<file path="config.mk">
export PLATFORM = sky130hd
export DESIGN_NAME = alu_sequencer_flat
export DESIGN_NICKNAME = d
export VERILOG_FILES = /design/src/rtl/alu_pkg.sv /design/src/rtl/alu_sequencer_if.sv /design/src/rtl/alu_sequencer_btn_conditioner.sv /design/src/rtl/alu_sequencer.sv /design/src/flat_wrapper.sv
export SDC_FILE = /design/constraint.sdc
export NUM_CORES = 1
export LEC_CHECK = 0
export BUFFER_PORTS_ARGS = -buffer_cell sky130_fd_sc_hd__buf_2
export CORE_UTILIZATION = 50
export DETAILED_ROUTE_END_ITERATION = 8
export PLACE_DENSITY = 0.74
export SLEW_MARGIN = 20
export SYNTH_ARGS = -nofsm -noshare
export SYNTH_HDL_FRONTEND = slang
export SYNTH_SLANG_ARGS = --single-unit
</file>
<file path="constraint.sdc">
create_clock -name clk -period 2.12 [get_ports clk]
set_clock_uncertainty 0.05 [all_clocks]
set_input_delay 0 -clock clk [delete_from_list [all_inputs] [get_ports clk]]
set_output_delay 0 -clock clk [all_outputs]
set_load 0.05 [all_outputs]
</file>
<file path="src/rtl/alu_pkg.sv">
// Shared definitions for the board ALU and its front-end sequencer:
// opcode constants, sequencer state encodings and default widths.
package alu_pkg;

  localparam int unsigned NB_DATA = 4;
  localparam int unsigned NB_OP   = 6;

  localparam logic [5:0] OP_ADD = 6'b100000;
  localparam logic [5:0] OP_SUB = 6'b100010;
  localparam logic [5:0] OP_AND = 6'b100100;
  localparam logic [5:0] OP_OR  = 6'b100101;
  localparam logic [5:0] OP_XOR = 6'b100110;
  localparam logic [5:0] OP_SRA = 6'b000011;
  localparam logic [5:0] OP_SRL = 6'b000010;
  localparam logic [5:0] OP_NOR = 6'b100111;

  typedef enum logic [1:0] {
    S_LOAD_A  = 2'd0,
    S_LOAD_B  = 2'd1,
    S_LOAD_OP = 2'd2,
    S_CAPTURE = 2'd3
  } state_t;

endpackage

</file>
<file path="src/rtl/alu_sequencer_if.sv">
// Board-side bundle of the ALU sequencer: switches, buttons, ALU result in;
// operands, opcode, LEDs, valid and state out.
interface alu_sequencer_if #(
  parameter int unsigned NB_DATA = 4,
  parameter int unsigned NB_OP   = 6
);
  logic [NB_OP-1:0]   i_sw;
  logic               i_btn_next;
  logic               i_btn_clear;
  logic [NB_DATA-1:0] i_alu_result;
  logic [NB_DATA-1:0] o_datoA;
  logic [NB_DATA-1:0] o_datoB;
  logic [NB_OP-1:0]   o_operation;
  logic [NB_DATA-1:0] o_leds;
  logic               o_valid;
  logic [1:0]         o_state;

  modport master (
    output i_sw, i_btn_next, i_btn_clear, i_alu_result,
    input  o_datoA, o_datoB, o_operation, o_leds, o_valid, o_state
  );

  modport slave (
    input  i_sw, i_btn_next, i_btn_clear, i_alu_result,
    output o_datoA, o_datoB, o_operation, o_leds, o_valid, o_state
  );
endinterface

</file>
<file path="src/rtl/alu_sequencer_btn_conditioner.sv">
// Raw button -> one registered single-cycle pulse per press.
// Debounce filter present only when ALU_SEQ_DEBOUNCE_EN is defined.
module btn_conditioner #(
  parameter int unsigned DEBOUNCE_CYCLES = 16
) (
  input  logic clk,
  input  logic i_rst_n,
  input  logic i_btn,
  output logic o_pulse
);

  logic [1:0] sync_q;
  logic       level;
  logic       level_q;

  always_ff @(posedge clk or negedge i_rst_n) begin
    if (!i_rst_n) sync_q <= '0;
    else          sync_q <= {sync_q[0], i_btn};
  end

`ifdef ALU_SEQ_DEBOUNCE_EN
  localparam int unsigned NB_CNT = $clog2(DEBOUNCE_CYCLES + 1);

  logic [NB_CNT-1:0] cnt_q;
  logic              deb_q;

  // Count consecutive cycles of disagreement; flip once DEBOUNCE_CYCLES is reached.
  always_ff @(posedge clk or negedge i_rst_n) begin
    if (!i_rst_n) begin
      cnt_q <= '0;
      deb_q <= 1'b0;
    end else if (sync_q[1] == deb_q) begin
      cnt_q <= '0;
    end else if (cnt_q == NB_CNT'(DEBOUNCE_CYCLES - 1)) begin
      cnt_q <= '0;
      deb_q <= ~deb_q;
    end else begin
      cnt_q <= cnt_q + NB_CNT'(1);
    end
  end

  assign level = deb_q;
`else
  if (DEBOUNCE_CYCLES == 0) begin : g_filter_bypassed
  end

  assign level = sync_q[1];
`endif

  always_ff @(posedge clk or negedge i_rst_n) begin
    if (!i_rst_n) begin
      level_q <= 1'b0;
      o_pulse <= 1'b0;
    end else begin
      level_q <= level;
      o_pulse <= level & ~level_q;
    end
  end

endmodule

</file>
<file path="src/rtl/alu_sequencer.sv">
// Board front-end for the 4-bit ALU: captures A, B and opcode from the switches
// on button presses, then latches the ALU result onto the LEDs. Option: ALU_SEQ_DEBOUNCE_EN.
module alu_sequencer
  import alu_pkg::*;
#(
  parameter int unsigned NB_DATA         = 4,
  parameter int unsigned NB_OP           = 6,
  parameter int unsigned DEBOUNCE_CYCLES = 16
) (
  input logic             clk,
  input logic             i_rst_n,
  alu_sequencer_if.slave  bus
);

  localparam logic [NB_OP-1:0] OP_RESET = NB_OP'(OP_ADD);

  logic next_p;
  logic clear_p;

  btn_conditioner #(.DEBOUNCE_CYCLES(DEBOUNCE_CYCLES)) u_next (
    .clk     (clk),
    .i_rst_n (i_rst_n),
    .i_btn   (bus.i_btn_next),
    .o_pulse (next_p)
  );

  btn_conditioner #(.DEBOUNCE_CYCLES(DEBOUNCE_CYCLES)) u_clear (
    .clk     (clk),
    .i_rst_n (i_rst_n),
    .i_btn   (bus.i_btn_clear),
    .o_pulse (clear_p)
  );

  state_t             state_q,    state_d;
  logic               captured_q, captured_d;
  logic [NB_DATA-1:0] a_q,        a_d;
  logic [NB_DATA-1:0] b_q,        b_d;
  logic [NB_OP-1:0]   op_q,       op_d;
  logic [NB_DATA-1:0] leds_q,     leds_d;
  logic               valid_q,    valid_d;

  // Next-state and next-output logic; clear outranks next.
  always_comb begin
    state_d    = state_q;
    captured_d = captured_q;
    a_d        = a_q;
    b_d        = b_q;
    op_d       = op_q;
    leds_d     = leds_q;
    valid_d    = valid_q;
    if (clear_p) begin
      state_d    = S_LOAD_A;
      captured_d = 1'b0;
      a_d        = '0;
      b_d        = '0;
      op_d       = OP_RESET;
      leds_d     = '0;
      valid_d    = 1'b0;
    end else begin
      case (state_q)
        S_LOAD_A: if (next_p) begin
          a_d     = bus.i_sw[NB_DATA-1:0];
          state_d = S_LOAD_B;
        end
        S_LOAD_B: if (next_p) begin
          b_d     = bus.i_sw[NB_DATA-1:0];
          state_d = S_LOAD_OP;
        end
        S_LOAD_OP: if (next_p) begin
          op_d       = bus.i_sw;
          captured_d = 1'b0;
          state_d    = S_CAPTURE;
        end
        S_CAPTURE: begin
          // First cycle here gives the ALU a full cycle on the new opcode before latching.
          if (next_p) begin
            valid_d    = 1'b0;
            captured_d = 1'b0;
            state_d    = S_LOAD_A;
          end else if (!captured_q) begin
            leds_d     = bus.i_alu_result;
            valid_d    = 1'b1;
            captured_d = 1'b1;
          end
        end
        default: state_d = S_LOAD_A;
      endcase
    end
  end

  always_ff @(posedge clk or negedge i_rst_n) begin
    if (!i_rst_n) begin
      state_q    <= S_LOAD_A;
      captured_q <= 1'b0;
      a_q        <= '0;
      b_q        <= '0;
      op_q       <= OP_RESET;
      leds_q     <= '0;
      valid_q    <= 1'b0;
    end else begin
      state_q    <= state_d;
      captured_q <= captured_d;
      a_q        <= a_d;
      b_q        <= b_d;
      op_q       <= op_d;
      leds_q     <= leds_d;
      valid_q    <= valid_d;
    end
  end

  assign bus.o_datoA     = a_q;
  assign bus.o_datoB     = b_q;
  assign bus.o_operation = op_q;
  assign bus.o_leds      = leds_q;
  assign bus.o_valid     = valid_q;
  assign bus.o_state     = state_q;

endmodule

</file>
<file path="src/flat_wrapper.sv">
// flat-port wrapper written by rule: the top's interface ports become plain ports
module alu_sequencer_flat import alu_pkg::*;
#(
  parameter int unsigned NB_DATA         = 4,
  parameter int unsigned NB_OP           = 6,
  parameter int unsigned DEBOUNCE_CYCLES = 16
)
  (clk, i_rst_n, bus_i_sw, bus_i_btn_next, bus_i_btn_clear, bus_i_alu_result, bus_o_datoA, bus_o_datoB, bus_o_operation, bus_o_leds, bus_o_valid, bus_o_state);
  alu_sequencer_if #(.NB_DATA(NB_DATA), .NB_OP(NB_OP)) bus_i ();
  input logic clk;
  input logic i_rst_n;
  input wire logic [$bits(bus_i.i_sw)-1:0] bus_i_sw;
  input wire logic [$bits(bus_i.i_btn_next)-1:0] bus_i_btn_next;
  input wire logic [$bits(bus_i.i_btn_clear)-1:0] bus_i_btn_clear;
  input wire logic [$bits(bus_i.i_alu_result)-1:0] bus_i_alu_result;
  output wire logic [$bits(bus_i.o_datoA)-1:0] bus_o_datoA;
  output wire logic [$bits(bus_i.o_datoB)-1:0] bus_o_datoB;
  output wire logic [$bits(bus_i.o_operation)-1:0] bus_o_operation;
  output wire logic [$bits(bus_i.o_leds)-1:0] bus_o_leds;
  output wire logic [$bits(bus_i.o_valid)-1:0] bus_o_valid;
  output wire logic [$bits(bus_i.o_state)-1:0] bus_o_state;
  assign bus_i.i_sw = bus_i_sw;
  assign bus_i.i_btn_next = bus_i_btn_next;
  assign bus_i.i_btn_clear = bus_i_btn_clear;
  assign bus_i.i_alu_result = bus_i_alu_result;
  assign bus_o_datoA = bus_i.o_datoA;
  assign bus_o_datoB = bus_i.o_datoB;
  assign bus_o_operation = bus_i.o_operation;
  assign bus_o_leds = bus_i.o_leds;
  assign bus_o_valid = bus_i.o_valid;
  assign bus_o_state = bus_i.o_state;
  alu_sequencer #(.NB_DATA(NB_DATA), .NB_OP(NB_OP), .DEBOUNCE_CYCLES(DEBOUNCE_CYCLES)) u_core (.clk(clk), .i_rst_n(i_rst_n), .bus(bus_i));
endmodule
</file>
==> results.md, run 1 <==
* First-pass GRT wire length at 3822 µm
* Synthesized area at 0.001219 mm²
* Synthesized Nets at 127
* Initial core utilization at a little over half
* Worst r2r src: u_core.bus.o_state[0]$_DFFE_PN0P_
* Max-cap violations at 0
* CTS Root Cell: clkbuf_4
* Area grow syn2layout at 34.91%
* Hold Crit Class: input pin to async pin
* Setup slack, reg-to-reg at roughly 0.27 ns
* N_diodes at 0
* Synth Instances at around 110
* Fmax achieved at between 0.5 and 0.6 GHz
* Reg-to-reg endpoint: u_core.bus.o_state[0]$_DFFE_PN0P_
* WL per Instance at between 10 and 15 µm
* Worst vdd ir at 0.0009502 V
* Postcts setup bufs at 0
* Core ar. at 0.002255 mm²
* Critical path's slowest cell: o41ai_2
* Crit end category: flop
* Slew @ Worst Pin at ~0.65 ns
* Req. time, crit path at roughly 2.3 ns
* FP Rows at 17
* Vias in the first global route at between 800 and 900
* IO Pins at 35
* FF+latch count, synth at 30
* Initial DRC count at 16
* Die Span X at between 50 and 60 µm
* Vias/cell at between 5 and 6
* Routed wire length at between 2000 and 2500 µm
* Final Hold Viols at 0
* Placer Congestion at roughly 0.79
* Clk_lat worst skew at 0.32 ns
* Share of post-route cells with drive strength above 1 at between 20% and 30%
* Nets at approximately 180
* Post-route minimum period at ~1.8 ns
* Slew headroom at a little under three fifths
* Worst hold slack at about 0.18 ns
* CTS H-tree depth at 2
* Ys Warns at 0
* Crit path largest cell delay at between 0.4 and 0.5 ns
* RSZ-0062 raised after global routing: false
* Reg2Reg Depth at 4
* CP Cell Sequence: inv_1 > ha_1 > o41ai_2 > mux2_1
* Clock-pin slew on the worst setup and hold paths at approximately 0.10 ns
* Initial antenna violation count at 0
* Deepest clock path buffer count at 2
* WP data arrival at around 2.0 ns
* Startpoint Class: flop
* Fillers at between 150 and 200
* Largest net degree at the start of global routing at 31
* Total congestion overflow at 0
* HPWL after detailed placement at between 1500 and 2000 µm
* Die area at ~0.0026 mm²
* CP bufs+invs at 1
* Run status: finished, final reports clean
* Chip Height at 51.37 µm
* Residual DRC count at 0
* CP max FO at 10
* # port buffers at 34
* Tcrit/Tclk final at roughly 87%
* Synthesized area per cell at roughly 11 µm²
* Max Slew Vio Count at 0
* Post-synthesis cell type count at 22
* CTS Buf Count at 5
* CTS tree: done
* P_leak at 0.8168 nW
* Setup violators final at 0
* Vias at 987
* # clock sinks at 30
* Largest delay share family, worst path: compound AO/OA/AOI/OAI gates
* Post-synthesis sequential area ratio at roughly 62%
* Post-DRT Antenna Nets at 0
* GRT Total Usage at between 20 and 25%
* Fin Setup TNS at 0 ns
* Pwr dens at between 1000 and 1500 mW/mm²
* Setup CP Type: flop to flop
* First-pass detailed-route iteration total at 4
[where the power goes]
part	total, mW	internal, mW	leakage (nW)	switching, mW
Sequential	0.794	0.704	0.388	0.0908
Combinational	0.925	0.260	0.370	0.665
Clock	0.586	0.400	0.0585	0.186
Total	2.30	1.36	0.817	0.942
[worst register-to-register path, delay by kind of cell, from the launching register on]
family / cells / cell delay, ns
AOI/OAI and AO/OA: 1 / 0.48
adders and majority gates: 1 / 0.33
buffers and inverters: 1 / 0.09
DFF: 1 / 0.44
muxes: 1 / 0.36
[synth_stat cells]
cell type  number  area, µm²
nand3_1        13      65.06
dfrtp_1        29      725.7
clkbuf_1        2      7.510
dfstp_2         1      26.28
buf_2           2      10.01
mux2_1          1      11.26
o41ai_2         1      16.27
and3_1          1      6.260
a21oi_1        15      75.07
mux2i_1         5      50.05
o21ai_0         1      5.000
a211o_1         1      8.760
nor3b_1         1      7.510
a211oi_1        1      7.510
nor2_1          7      26.28
nor3b_4         1      18.77
nand2b_1        1      6.260
buf_6           1      11.26
nand2_1        16      60.06
nor2b_1         2      12.51
inv_1           3      11.26
ha_1            4      50.05
[cell usage in the layout, fill, tap and decap left out]
master         instances
a211o_1                1
a211oi_1               1
a21oi_1               15
and3_1                 1
buf_2                 34
buf_4                  1
bufinv_16              2
clkbuf_4               5
clkbuf_8               1
dfrtp_1               29
dfstp_2                1
dlygate4sd3_1         13
ha_1                   4
inv_1                  3
mux2_1                 1
mux2i_1                5
nand2_1               16
nand2b_1               1
nand3_1               13
nor2_1                 7
nor2b_1                2
nor3b_1                1
nor3b_4                1
o21ai_0                1
o41ai_2                1
[logic make-up (layout without fill, tap and decap cells)]
kind of cell / after synthesis / after routing / synth area share, %
buffers and inverters: 8 / 59 / 3.286
flip-flops: 30 / 30 / 61.71
multiplexers: 6 / 6 / 5.031
adder cells (fa/ha/maj): 4 / 4 / 4.107
AO/OA/AOI/OAI: 19 / 19 / 9.240
AND/OR/NAND/NOR: 42 / 42 / 16.63
[per-stage QoR]
step	worst slack [ns]	util (%)	power, mW	instances	area, µm²
after floorplan	0.04847	-	1.515	109	1219
after global placement	0.3738	62.21	1.680	167	1403
after detailed placement	0.2832	62.21	1.712	167	1403
after CTS	0.2631	72.92	2.321	188	1644
after global routing	0.1595	72.92	2.427	188	1644
final	0.2745	72.92	2.305	188	1644
[sequential cells by signal, indices dropped and copies added, names as in the netlist]
name and flops:
u_core.bus.o_datoA 4, u_core.bus.o_datoB 4, u_core.bus.o_leds 4, u_core.bus.o_operation 6, u_core.bus.o_state 2, u_core.bus.o_valid 1, u_core.captured_q 1, u_core.u_clear.level_q 1
u_core.u_clear.o_pulse 1, u_core.u_clear.sync_q 2, u_core.u_next.level_q 1, u_core.u_next.o_pulse 1, u_core.u_next.sync_q 2
[routing by layer]
| layer | global-route usage [%] | routed length (µm) |
|---|---|---|
| met4 | 9.459 | 36 |
| met3 | 6.250 | 177 |
| met2 | 31.82 | 1105 |
| met1 | 26.44 | 1030 |
| met5 | 0 | 0 |
[worst max path at each step]
stage	slack, ns	end	startpoint	cells after the start
2_1_floorplan	0.05	u_core.bus.o_state[0]$_DFFE_PN0P_	u_core.bus.o_state[0]$_DFFE_PN0P_	5
3_3_place_gp	0.37	u_core.bus.o_state[0]$_DFFE_PN0P_	u_core.bus.o_state[0]$_DFFE_PN0P_	4
3_5_place_dp	0.28	u_core.bus.o_state[0]$_DFFE_PN0P_	u_core.bus.o_state[0]$_DFFE_PN0P_	4
4_1_cts	0.26	u_core.bus.o_state[0]$_DFFE_PN0P_	u_core.bus.o_state[0]$_DFFE_PN0P_	4
5_1_grt	0.16	u_core.bus.o_state[0]$_DFFE_PN0P_	u_core.bus.o_state[0]$_DFFE_PN0P_	4
6_report	0.27	u_core.bus.o_state[0]$_DFFE_PN0P_	u_core.bus.o_state[0]$_DFFE_PN0P_	4
[layout make-up]
type / count / area, µm² / share of cell area (%)
well taps: 28 / 35.03 / 2.131
repair buffers: 48 / 307.8 / 18.72
multi-input cells: 71 / 426.7 / 25.95
flip-flops and latches: 30 / 752.0 / 45.74
inverters: 3 / 11.26 / 0.6849
clock inverters: 2 / 60.06 / 3.653
clock buffers: 6 / 51.30 / 3.120
[what timing repair did]
| action | 4_1_cts | 5_1_grt |
|---|---|---|
| hold buffers | 13 | 0 |
| endpoints found under the hold margin | 49 | 0 |
| resized for setup | 0 | 0 |
Note: power is estimated with default switching activity, not from simulation.
==> run 2, diff against run 1 <==
==> constraint.sdc (replaced) <==
create_clock -name clk -period 2.12 [get_ports clk]
set_clock_uncertainty 0.05 [all_clocks]
set_input_delay 0.424 -clock clk [delete_from_list [all_inputs] [get_ports clk]]
set_output_delay 0.424 -clock clk [all_outputs]
set_load 0.05 [all_outputs]
==> run 2 against run 1 <==
Net effect:
- total power down 0.94%
- worst setup slack improved by 0.0049 ns
- clock power about the same
- largest power group unchanged
- sequential power is essentially flat
- count of clock-buffer cells in the layout unchanged
==> results.md, run 2 (synthesis gave the netlist of run 1 again) <==
* Run status: finished, final reports clean
* # port buffers at 34
* Vias at approximately 940
* RSZ-0062 raised after global routing: false
* Crit end category: flop
* Clk_lat worst skew at roughly 0.32 ns
* CP max FO at 10
* Initial DRC count at 31
* Postcts setup bufs at 0
* Slew @ Worst Pin at ~0.67 ns
* Chip Height at a little over 50 µm
* WP data arrival at 1.99 ns
* Setup slack, reg-to-reg at 0.28 ns
* Nets at between 150 and 200
* P_leak at about 0.76 nW
* Fin Setup TNS at 0 ns
* GRT Total Usage at roughly a fifth
* CTS Root Cell: clkbuf_4
* Largest net degree at the start of global routing at 31
* Fillers at 194
* Total congestion overflow at 0
* Vias/cell at ~5.3
* Setup CP Type: flop to flop
* Pwr dens at about 1500 mW/mm²
* Post-CTS Hold Buffers at 0
* FP Rows at 17
* Clock-pin slew on the worst setup and hold paths at 0.10 ns
* Multi-input logic area at about 430 µm²
* Max-cap violations at 0
* Sequential standard cell area at about 750 µm²
* CTS Buf Count at 5
* N_diodes at 0
* Post-route minimum period at 1.841 ns
* Placer Congestion at 0.7949
* Fmax achieved at 0.5433 GHz
* Share of post-route cells with drive strength above 1 at between 30% and 40%
* Slew headroom at between 50% and 60%
* Max Slew Vio Count at 0
* Worst vdd ir at 0.0009403 V
* CTS tree: done
* Max reg flops at 6
* Post-DRT Antenna Nets at 0
* IO Pins at 35
* Initial antenna violation count at 0
* HPWL after detailed placement at approximately 1700 µm
* First-pass GRT wire length at between 3000 and 4000 µm
* Routed wire length at approximately 2300 µm
* First-pass detailed-route iteration total at 4
* Hold Crit Class: input pin to async pin
* CTS H-tree depth at 2
* Die Span X at 51.37 µm
* Area grow syn2layout at 24.23%
* Vias in the first global route at around 830
* Most frequent cells in the layout: 34 x buf_2, 29 x dfrtp_1, 16 x nand2_1, 15 x a21oi_1, 13 x nand3_1
* Post-place instance area at approximately 0.0014 mm²
* Initial core utilization at about 54%
* Setup violators final at 0
* # clock sinks at 30
* Final Hold Viols at 0
* Post-route cell area at between 0.0015 and 0.002 mm²
* CTS resizes at 0
* Core ar. at between 0.002 and 0.0025 mm²
* Most common cell after layout, fill and taps aside: buf_2
* WL per Instance at 13.00 µm
* Startpoint Class: flop
* Residual DRC count at 0
* Req. time, crit path at around 2.3 ns
* Deepest clock path buffer count at 2
* Power Total at about 2.3 mW
* Worst hold slack at ~0.057 ns
* Die area at about 0.0026 mm²
* Tcrit/Tclk final at 86.82%
==> run 2: cell types whose count changed in the layout (fill, tap and decap cells not counted) <==
cell / before / now
dlygate4sd3_1: 13 / 0
==> run 2: area by class of cell <==
cell class | instances | area share [%]
Inverter | 3 | 0.7438
Sequential cell | 30 | 49.67
Tap cell | 28 | 2.314
Multi-Input combinational cell | 71 | 28.18
Timing Repair Buffer | 35 | 11.74
Clock buffer | 6 | 3.388
Clock inverter | 2 | 3.967
==> run 2: worst paths after layout <==
path	startpoint	cells past startpoint	end
worst max-delay path	u_core.bus.o_state[0]$_DFFE_PN0P_	4	u_core.bus.o_state[0]$_DFFE_PN0P_
worst min register to register	u_core.u_next.sync_q[0]$_DFF_PN0_	0	u_core.u_next.sync_q[1]$_DFF_PN0_
worst min-delay path	i_rst_n	1	u_core.bus.o_datoB[1]$_DFFE_PN0P_
worst max register to register	u_core.bus.o_state[0]$_DFFE_PN0P_	4	u_core.bus.o_state[0]$_DFFE_PN0P_
min in group clk	bus_i_btn_next	1	u_core.u_next.sync_q[0]$_DFF_PN0_
max in group asynchronous	i_rst_n	1	u_core.u_clear.level_q$_DFF_PN0_
==> run 2: routing by layer <==
metal  GRT usage [%]  wire, µm  vias up
met5               0         0        -
met4           9.459        39        0
li1                -         -      443
met3           6.845       166        7
met1           24.45       984      450
met2           29.65      1085       36
==> run 2: power by group <==
group / leakage [nW] / internal [mW] / switching (mW) / total, mW
Clock: 0.0585 / 0.400 / 0.186 / 0.586
Combinational: 0.316 / 0.244 / 0.659 / 0.904
Sequential: 0.388 / 0.704 / 0.0902 / 0.794
==> run 2: worst max-delay path: stages (launching register included) <==
cell     delay (ns)
dfrtp_1        0.43
inv_1          0.09
ha_1           0.33
o41ai_2        0.48
mux2_1         0.35
==> run 2: metrics by stage <==
| stage | worst slack (ns) | std cells | utilization (%) |
|---|---|---|---|
| 3_5_place_dp | 0.2832 | 167 | 62.21 |
| 4_1_cts | 0.2631 | 175 | 67.15 |
| 5_1_grt | 0.1595 | 175 | 67.15 |
| 3_3_place_gp | 0.3738 | 167 | 62.21 |
| 2_1_floorplan | 0.04847 | 109 | - |
| 6_report | 0.2794 | 175 | 67.15 |
